--- src/rtl/dma_cpl_router_if.sv ---
// Bundle of the ordering-record, completion and credit signals of dma_cpl_router.
// slave: the router's view. master: the environment driving records and XDMA done pulses.
interface dma_cpl_router_if #(
  parameter int unsigned N_REGIONS = 4,
  parameter int unsigned QDEPTH    = 16,
  parameter int unsigned LEN_BITS  = 28,
  parameter int unsigned PID_BITS  = 6,
  parameter int unsigned DEST_BITS = 4
);
  localparam int unsigned VF_BITS  = (N_REGIONS > 1) ? $clog2(N_REGIONS) : 1;
  localparam int unsigned CNT_BITS = $clog2(QDEPTH) + 1;

  logic                 s_ord_valid;
  logic                 s_ord_ready;
  logic [VF_BITS-1:0]   s_ord_vfid;
  logic [LEN_BITS-1:0]  s_ord_len;
  logic [PID_BITS-1:0]  s_ord_pid;
  logic [DEST_BITS-1:0] s_ord_dest;
  logic                 s_ord_last;
  logic                 dma_done;
  logic [N_REGIONS-1:0] m_done_valid;
  logic [N_REGIONS-1:0] m_done_ready;
  logic [PID_BITS-1:0]  m_done_pid;
  logic [DEST_BITS-1:0] m_done_dest;
  logic [LEN_BITS-1:0]  m_done_len;
  logic [N_REGIONS-1:0] xfer_out;
  logic [CNT_BITS-1:0]  outstanding;
  logic                 err_unexp;

  modport slave (
    input  s_ord_valid, s_ord_vfid, s_ord_len, s_ord_pid, s_ord_dest, s_ord_last,
    input  dma_done, m_done_ready,
    output s_ord_ready, m_done_valid, m_done_pid, m_done_dest, m_done_len,
    output xfer_out, outstanding, err_unexp
  );

  modport master (
    output s_ord_valid, s_ord_vfid, s_ord_len, s_ord_pid, s_ord_dest, s_ord_last,
    output dma_done, m_done_ready,
    input  s_ord_ready, m_done_valid, m_done_pid, m_done_dest, m_done_len,
    input  xfer_out, outstanding, err_unexp
  );
endinterface

--- src/rtl/dma_cpl_router.sv ---
// Return-path completion router: matches in-order XDMA done pulses to queued ordering
// records, pulses a per-region credit on each match and, for records flagged last,
// presents a per-region completion with its payload until accepted.
module dma_cpl_router #(
  parameter int unsigned N_REGIONS = 4,
  parameter int unsigned QDEPTH    = 16,
  parameter int unsigned LEN_BITS  = 28,
  parameter int unsigned PID_BITS  = 6,
  parameter int unsigned DEST_BITS = 4
) (
  input logic              aclk,
  input logic              areset,
  dma_cpl_router_if.slave  bus
);
  localparam int unsigned VF_BITS  = (N_REGIONS > 1) ? $clog2(N_REGIONS) : 1;
  localparam int unsigned AW       = $clog2(QDEPTH);
  localparam int unsigned CNT_BITS = AW + 1;
  localparam logic [CNT_BITS-1:0]  CntOne = 1;
  localparam logic [N_REGIONS-1:0] RegOne = 1;

  typedef struct packed {
    logic [VF_BITS-1:0]   vfid;
    logic [LEN_BITS-1:0]  len;
    logic [PID_BITS-1:0]  pid;
    logic [DEST_BITS-1:0] dest;
    logic                 last;
  } entry_t;

  typedef enum logic [0:0] {StIdle, StSend} state_e;

  entry_t               mem_q [QDEPTH];
  entry_t               head, wr_entry;
  logic [CNT_BITS-1:0]  wr_ptr_q, rd_ptr_q, count;
  logic [CNT_BITS-1:0]  pend_q, pend_d;
  logic                 err_q, err_d;
  logic                 push, pop, full, empty, done_ok;
  state_e               state_q, state_d;
  logic [VF_BITS-1:0]   out_vfid_q, out_vfid_d;
  logic [PID_BITS-1:0]  out_pid_q, out_pid_d;
  logic [DEST_BITS-1:0] out_dest_q, out_dest_d;
  logic [LEN_BITS-1:0]  out_len_q, out_len_d;

  // Pointers carry one extra MSB so full and empty are distinguishable.
  assign count = wr_ptr_q - rd_ptr_q;
  assign empty = (wr_ptr_q == rd_ptr_q);
  assign full  = (wr_ptr_q[AW] != rd_ptr_q[AW]) && (wr_ptr_q[AW-1:0] == rd_ptr_q[AW-1:0]);
  assign push  = bus.s_ord_valid && !full;
  assign head  = mem_q[rd_ptr_q[AW-1:0]];

  assign wr_entry = '{vfid: bus.s_ord_vfid, len: bus.s_ord_len, pid: bus.s_ord_pid,
                      dest: bus.s_ord_dest, last: bus.s_ord_last};

  assign bus.s_ord_ready = !full;
  assign bus.outstanding = count;
  assign bus.err_unexp   = err_q;

  // Record storage; no reset needed since validity is tracked by the pointers.
  always_ff @(posedge aclk) begin
    if (!areset && push) begin
      mem_q[wr_ptr_q[AW-1:0]] <= wr_entry;
    end
  end

  // Done accounting: a pulse with every queued entry already matched is dropped as an error.
  always_comb begin
    pend_d  = pend_q;
    err_d   = err_q;
    done_ok = bus.dma_done && (pend_q != count);
    if (bus.dma_done && !done_ok) begin
      err_d = 1'b1;
    end
    unique case ({done_ok, pop})
      2'b10:   pend_d = pend_q + CntOne;
      2'b01:   pend_d = pend_q - CntOne;
      default: pend_d = pend_q;
    endcase
  end

  // Pop/credit and completion FSM; pop is suppressed during reset so no credit leaks out.
  always_comb begin
    state_d          = state_q;
    pop              = 1'b0;
    out_vfid_d       = out_vfid_q;
    out_pid_d        = out_pid_q;
    out_dest_d       = out_dest_q;
    out_len_d        = out_len_q;
    bus.xfer_out     = '0;
    bus.m_done_valid = '0;
    bus.m_done_pid   = '0;
    bus.m_done_dest  = '0;
    bus.m_done_len   = '0;
    unique case (state_q)
      StIdle: begin
        if (!areset && (pend_q != '0) && !empty) begin
          pop          = 1'b1;
          bus.xfer_out = RegOne << head.vfid;
          if (head.last) begin
            state_d    = StSend;
            out_vfid_d = head.vfid;
            out_pid_d  = head.pid;
            out_dest_d = head.dest;
            out_len_d  = head.len;
          end
        end
      end
      StSend: begin
        bus.m_done_valid = RegOne << out_vfid_q;
        bus.m_done_pid   = out_pid_q;
        bus.m_done_dest  = out_dest_q;
        bus.m_done_len   = out_len_q;
        if (bus.m_done_ready[out_vfid_q]) begin
          state_d = StIdle;
        end
      end
      default: state_d = StIdle;
    endcase
  end

  // State, pointers, counters and the held completion payload.
  always_ff @(posedge aclk) begin
    if (areset) begin
      state_q    <= StIdle;
      wr_ptr_q   <= '0;
      rd_ptr_q   <= '0;
      pend_q     <= '0;
      err_q      <= 1'b0;
      out_vfid_q <= '0;
      out_pid_q  <= '0;
      out_dest_q <= '0;
      out_len_q  <= '0;
    end else begin
      state_q    <= state_d;
      wr_ptr_q   <= push ? wr_ptr_q + CntOne : wr_ptr_q;
      rd_ptr_q   <= pop ? rd_ptr_q + CntOne : rd_ptr_q;
      pend_q     <= pend_d;
      err_q      <= err_d;
      out_vfid_q <= out_vfid_d;
      out_pid_q  <= out_pid_d;
      out_dest_q <= out_dest_d;
      out_len_q  <= out_len_d;
    end
  end
endmodule
--- src/flat_wrapper.sv ---
// flat-port wrapper written by rule: the top's interface ports become plain ports
module dma_cpl_router_flat 
#(
  parameter int unsigned N_REGIONS = 4,
  parameter int unsigned QDEPTH    = 16,
  parameter int unsigned LEN_BITS  = 28,
  parameter int unsigned PID_BITS  = 6,
  parameter int unsigned DEST_BITS = 4
)
  (aclk, areset, bus_s_ord_valid, bus_s_ord_vfid, bus_s_ord_len, bus_s_ord_pid, bus_s_ord_dest, bus_s_ord_last, bus_dma_done, bus_m_done_ready, bus_s_ord_ready, bus_m_done_valid, bus_m_done_pid, bus_m_done_dest, bus_m_done_len, bus_xfer_out, bus_outstanding, bus_err_unexp);
  dma_cpl_router_if #(.N_REGIONS(N_REGIONS), .QDEPTH(QDEPTH), .LEN_BITS(LEN_BITS), .PID_BITS(PID_BITS), .DEST_BITS(DEST_BITS)) bus_i ();
  input logic aclk;
  input logic areset;
  input wire logic [$bits(bus_i.s_ord_valid)-1:0] bus_s_ord_valid;
  input wire logic [$bits(bus_i.s_ord_vfid)-1:0] bus_s_ord_vfid;
  input wire logic [$bits(bus_i.s_ord_len)-1:0] bus_s_ord_len;
  input wire logic [$bits(bus_i.s_ord_pid)-1:0] bus_s_ord_pid;
  input wire logic [$bits(bus_i.s_ord_dest)-1:0] bus_s_ord_dest;
  input wire logic [$bits(bus_i.s_ord_last)-1:0] bus_s_ord_last;
  input wire logic [$bits(bus_i.dma_done)-1:0] bus_dma_done;
  input wire logic [$bits(bus_i.m_done_ready)-1:0] bus_m_done_ready;
  output wire logic [$bits(bus_i.s_ord_ready)-1:0] bus_s_ord_ready;
  output wire logic [$bits(bus_i.m_done_valid)-1:0] bus_m_done_valid;
  output wire logic [$bits(bus_i.m_done_pid)-1:0] bus_m_done_pid;
  output wire logic [$bits(bus_i.m_done_dest)-1:0] bus_m_done_dest;
  output wire logic [$bits(bus_i.m_done_len)-1:0] bus_m_done_len;
  output wire logic [$bits(bus_i.xfer_out)-1:0] bus_xfer_out;
  output wire logic [$bits(bus_i.outstanding)-1:0] bus_outstanding;
  output wire logic [$bits(bus_i.err_unexp)-1:0] bus_err_unexp;
  assign bus_i.s_ord_valid = bus_s_ord_valid;
  assign bus_i.s_ord_vfid = bus_s_ord_vfid;
  assign bus_i.s_ord_len = bus_s_ord_len;
  assign bus_i.s_ord_pid = bus_s_ord_pid;
  assign bus_i.s_ord_dest = bus_s_ord_dest;
  assign bus_i.s_ord_last = bus_s_ord_last;
  assign bus_i.dma_done = bus_dma_done;
  assign bus_i.m_done_ready = bus_m_done_ready;
  assign bus_s_ord_ready = bus_i.s_ord_ready;
  assign bus_m_done_valid = bus_i.m_done_valid;
  assign bus_m_done_pid = bus_i.m_done_pid;
  assign bus_m_done_dest = bus_i.m_done_dest;
  assign bus_m_done_len = bus_i.m_done_len;
  assign bus_xfer_out = bus_i.xfer_out;
  assign bus_outstanding = bus_i.outstanding;
  assign bus_err_unexp = bus_i.err_unexp;
  dma_cpl_router #(.N_REGIONS(N_REGIONS), .QDEPTH(QDEPTH), .LEN_BITS(LEN_BITS), .PID_BITS(PID_BITS), .DEST_BITS(DEST_BITS)) u_core (.aclk(aclk), .areset(areset), .bus(bus_i));
endmodule
--- config.mk ---
export PLATFORM = sky130hd
export DESIGN_NAME = dma_cpl_router_flat
export DESIGN_NICKNAME = d
export VERILOG_FILES = /design/src/rtl/dma_cpl_router_if.sv /design/src/rtl/dma_cpl_router.sv /design/src/flat_wrapper.sv
export SDC_FILE = /design/constraint.sdc
export NUM_CORES = 1
export LEC_CHECK = 0
export CORE_MARGIN = 2
export CORE_UTILIZATION = 40
export CTS_CLUSTER_SIZE = 16
export DETAILED_ROUTE_END_ITERATION = 7
export PLACE_DENSITY = 0.53
export SLEW_MARGIN = 10
export SYNTH_ARGS = -nofsm -noshare
export SYNTH_HDL_FRONTEND = slang
export SYNTH_SLANG_ARGS = --single-unit
--- constraint.sdc ---
create_clock -name aclk -period 7.35 [get_ports aclk]
set_clock_uncertainty 0.1 [all_clocks]
set_input_delay 1.1025 -clock aclk [delete_from_list [all_inputs] [get_ports aclk]]
set_output_delay 1.1025 -clock aclk [all_outputs]
set_load 0.01 [all_outputs]
==> Word level (Yosys, flattened, before mapping) <==
Memories as Yosys holds them, arrays and structs flattened. A register that Yosys moved wholly into a read port is not among the register bits.
Cells that the tools add are included.
{ "op_classes": {"add_sub_neg": 5, "n_lt_le_gt_ge": 1, "n_eq_ne": 6, "n_shift": 2, "muxes": 19, "bitwise": 1, "reduce_logical": 14} }
{ "op_table": {"columns": ["op", "n"], "rows": [
  ["$mux 28", 1],
  ["$mux 4", 6],
  ["$add 5x1->5 const B", 3],
  ["$pmux 5 s2", 1],
  ["$mux 1", 8],
  ["$shl 1x2->4 const A", 2],
  ["$logic_and 1x1->1", 7],
  ["$mux 6", 1],
  ["$eq 5x5->1", 1],
  ["$ne 5x5->1", 1],
  ["$reduce_bool 5->1", 1],
  ["$sub 5x1->5 const B", 1],
  ["$sub 5x5->5", 1],
  ["$eq 4x4->1", 1],
  ["$logic_not 1->1", 4],
  ["$lt 2x3->1 const B", 1],
  ["$reduce_and 3->1", 1],
  ["$bmux 1 s2", 1],
  ["$eq 2x1->1 const B", 1],
  ["$eq 2x2->1 const B", 1],
  ["$pmux 1 s2", 1],
  ["$reduce_bool 2->1", 1],
  ["$ne 1x1->1", 1],
  ["$not 1->1", 1]
]} }
{ "totals": {"register_bits": 57, "ram_bits": 656, "inputBits": 49, "elab_cells": 58, "memories": 1} }
{ "memory_table": {"columns": ["name", "words", "width", "rd", "rd_ports_with_merged_regs", "write_ports", "line", "source"], "rows": [
  ["u_core.mem_q", 16, 41, 1, 1, 1, "dma_cpl_router.sv:31", "entry_t mem_q [QDEPTH];"]
]} }

==> Depth between registers and ports, before layout <==
{ "logic_depth": {"ltp_word": 7, "ltp_mapped": 18, "mapped_depth_nobuf": 17} }

==> Worst setup path before layout <==
Ideal clock, no wire load.
{ "synth_timing": {"kind": "input -> register", "start": "input bus_s_ord_valid", "end": "memory u_core.mem_q[0][0] in the netlist's numbering, enable pin", "setup_ns": 0.490, "arrival_time_ns": 4.640, "required_time_ns": 6.760, "setup_slack_ns": 2.120, "cell_stages": 4, "n_path_buf": 0, "path_cell_list": "a21boi_1 nor2b_1 nand2_1 nor3_1"} }
{ "synth_between": {"elab_chain_len": 4} }
{ "synth_rtl": {"columns": ["element", "line", "source"], "rows": [
  ["from (decl)", "flat_wrapper.sv:14", "input wire logic [$bits(bus_i.s_ord_valid)-1:0] bus_s_ord_valid;"],
  ["$logic_and 1x1->1", "dma_cpl_router.sv:47", "assign push = bus.s_ord_valid && !full;"],
  ["$logic_and 1x1->1", "dma_cpl_router.sv:59", "if (!areset && push) begin"],
  ["$mux 1", "dma_cpl_router.sv:59", null],
  ["$mux 1 (not written as such)", "dma_cpl_router.sv:60", "mem_q[wr_ptr_q[AW-1:0]] <= wr_entry;"],
  ["to (decl)", "dma_cpl_router.sv:31", null]
]} }
Every way passes these cells.

==> Worst setup path after layout <==
{ "layout_timing": {"start": "register u_core.wr_ptr_q[3]", "end": "output bus_xfer_out[3]"} }
{ "layout_between": {"elab_chain_len": 5} }
{ "layout_rtl": {"columns": ["element", "line", "source"], "rows": [
  ["from (decl)", "dma_cpl_router.sv:33", "logic [CNT_BITS-1:0] wr_ptr_q, rd_ptr_q, count;"],
  ["from (signal assigned)", "dma_cpl_router.sv:133", "wr_ptr_q <= push ? wr_ptr_q + CntOne : wr_ptr_q;"],
  ["$eq 5x5->1", "dma_cpl_router.sv:45", "assign empty = (wr_ptr_q == rd_ptr_q);"],
  ["$logic_not 1->1", "dma_cpl_router.sv:94", "if (!areset && (pend_q != '0) && !empty) begin"],
  ["$logic_and 1x1->1", "dma_cpl_router.sv:94", null],
  ["$mux 4", "dma_cpl_router.sv:94", null],
  ["$mux 4", "dma_cpl_router.sv:92", "unique case (state_q)"],
  ["to (decl)", "flat_wrapper.sv:27", "output wire logic [$bits(bus_i.xfer_out)-1:0] bus_xfer_out;"]
]} }
Every way passes these cells.

==> metrics.yaml <==
route:
  routedWlPerCell_um: 26.3
  avgViaCountPerCell: 5.51
  drt_first_pass_iters: 7
  vias: 13600
  drt_iter0_drc: 1071
  antenna_left: 0
  drcViolationCount: 0
  wirelength_mm: 64.8
yosys:
  ys_async_sr_fraction: 0
  ys_top_cells_by_area: "edfxtp_1, mux4_2, dfxtp_1, a22oi_1, nand2_1"
  yosysMostFrequentCell: "edfxtp_1"
  synth_nets: 1457
  syn_area_per_cell_um2: 19.7
  synth_top_area_frac: 0.717
  syn_inst: 1395
  ys_types: 41
  synthFlopType: "edfxtp_1"
  synth_area_mm2: 0.0275
  ys_ff_latch: 717
  synthTopCellsByCount: "edfxtp_1, mux4_2, nand2_1, a22oi_1, dfxtp_1"
  ys_seq_area_frac: 0.761
  yosys_warnings: 0
  yosysTopAreaCell: "edfxtp_1"
  synth_edf_count: 656
floorplanning:
  dieArea_mm2: 0.0708
  pin_count: 102
  fp.dieH_um: 266
  die_w_um: 266
  row_count: 96
  core_mm2: 0.0683
  start_util: 0.402
pwr:
  p_total_mw: 9.30
  vdd_drop_max_mv: 0.210
  pwr_density_cell_mw_per_mm2: 288
  p_leak_nw: 10.0
flow_run:
  max_cap_violations: 0
global_route:
  grtUsageTotal: 0.185
  overflow: 0
  grt_pass1_vias: 14200
  antenna_found_initial: 3
  grt_first_pass_wirelength_mm: 95.2
  grt_max_degree: 122
layout:
  final_nets: 1583
  area_growth_syn_to_layout_pct: 17.4
  drive_above_1_share: 0.216
  stdcell_count: 2468
  num_antenna_cells: 0
outcome:
  status: "completed"
clock_network:
  clk_pin_slew_worst_paths_ns: 0.06
  cts_sinks: 717
  cts_hold_buf: 0
  h-tree-depth: 3
  postCtsResizedCells: 0
  clk_path_buf_depth: 3
  cts_tree: "yes"
  cts_buffers: 77
  post_cts_buffers: 0
  clock_latency_ns: 0.61
  clock-root-buffer: "clkbuf_16"
sta:
  setup-violations-final: 0
  slew_headroom: 0.218
  setup_tns_ns: 0
  period_share: 0.638
  report.final.slew_viol_count: 0
  period_minus_slack_ns: 4.69
  worst_pin_slew_ns: 1.17
  clock.fmax_mhz: 213
  hold_viol: 0
  rsz0062_at_grt: "no"
  fin_ws_ns: 2.66
  holdWs_ns: 0.350
critical_path:
  critPathArrivalTime_ns: 3.49
  path_class: "reg2out"
  required_ns: 6.15
  start_kind: "register"
  crit_fanout: 9
  endpoint_kind: "output port"
placed_design:
  gp_congestion: 0.729
  pre_cts_ws_ns: 2.80
  hpwl_mm: 34.6
  dp_cells: 2324
  io_buffers: 101
worst_hold_path:
  hold_path_class: "reg2reg"
metal layers:
metal	routed length, um	vias to the layer above	track usage
met1	29100	7272	0.261
li1	-	5878	-
met5	30	-	0
met3	3020	109	0.0344
met4	1630	4	0.0568
met2	31100	341	0.295
metrics by stage:
| step | cell area [um^2] | utilization |
|---|---|---|
| finish | 32300 | 0.472 |
| global route | 32300 | 0.472 |
| CTS | 32300 | 0.472 |
| detailed placement | 29600 | 0.433 |
| global placement | 29600 | 0.433 |
| floorplan | 27500 | - |
state kept, by name (all words and copies together), names as in the netlist, named ones only:
signal,cells
u_core.mem_q,656
u_core.out_len_q,28
u_core.out_pid_q,6
u_core.pend_q,5
u_core.rd_ptr_q,5
u_core.wr_ptr_q,5
u_core.out_dest_q,4
u_core.out_vfid_q,2
u_core.bus.err_unexp,1
u_core.state_q,1
layout by cell type, fill, tap and decap left out, types with 2 or more instances in the layout:
cell type / instances
inv_6: 3
nor3_2: 4
nor2_4: 13
inv_1: 8
xor2_1: 10
bufinv_16: 11
mux4_2: 166
xnor2_1: 9
nor2b_4: 2
nor3b_1: 3
mux2i_1: 2
buf_4: 25
clkbuf_16: 81
buf_12: 3
or3_1: 4
o21ai_0: 2
a22oi_1: 82
and2_1: 41
edfxtp_1: 656
a21oi_1: 54
o21ai_1: 3
dfxtp_4: 2
nor2_1: 20
clkinv_1: 10
clkinv_2: 17
clkinvlp_4: 3
nand4_1: 3
clkinv_4: 2
nor3_1: 2
clkbuf_1: 13
clkdlybuf4s50_1: 100
ha_1: 12
nand2_1: 132
dfxtp_1: 58
clkinv_8: 2
a21o_1: 3
nand2b_1: 5
cells by family (layout without fill, tap and decap cells):
kind of cell | Yosys count | after routing | share of synthesized area
flops | 717 | 717 | 0.761
compound gates | 149 | 149 | 0.0354
mux | 168 | 168 | 0.137
xor+xnor | 20 | 20 | 0.00687
fa+ha+maj | 13 | 13 | 0.00619
buf+inv | 91 | 282 | 0.0147
simple gates | 237 | 237 | 0.0391
worst paths after layout:
path,startpoint,to,slack [ns],depth (start not counted)
max,u_core.wr_ptr_q[3],bus_xfer_out[3],2.66,7
min,u_core.out_len_q[6],u_core.out_len_q[6],0.35,2
max reg2reg,u_core.wr_ptr_q[3],u_core.mem_q[8][28],3.24,7
min reg2reg,u_core.out_len_q[6],u_core.out_len_q[6],0.35,2
critical path: stages, from the launching register on:
cell and delay (ns):
dfxtp_1 0.59, ha_1 0.38, and4_1 0.25, a22oi_1 0.45, and2_1 0.42, nand2_1 0.12
a21oi_1 0.13, clkdlybuf4s50_1 0.55
final cells by class:
type | count | area (um^2)
inverters | 9 | 33.8
well taps | 882 | 1100
repair buffers | 129 | 1250
multi-input cells | 587 | 6300
flip-flops and latches | 717 | 20900
clock buffers | 95 | 2090
clock inverters | 49 | 563
fillers | 5658 | 36100
power by group:
part,internal (mW),switching (mW)
clock network,2.42,1.61
logic,0.343,0.371
registers,4.50,0.0573
total,7.27,2.03
(Power assumes the default switching activity.)
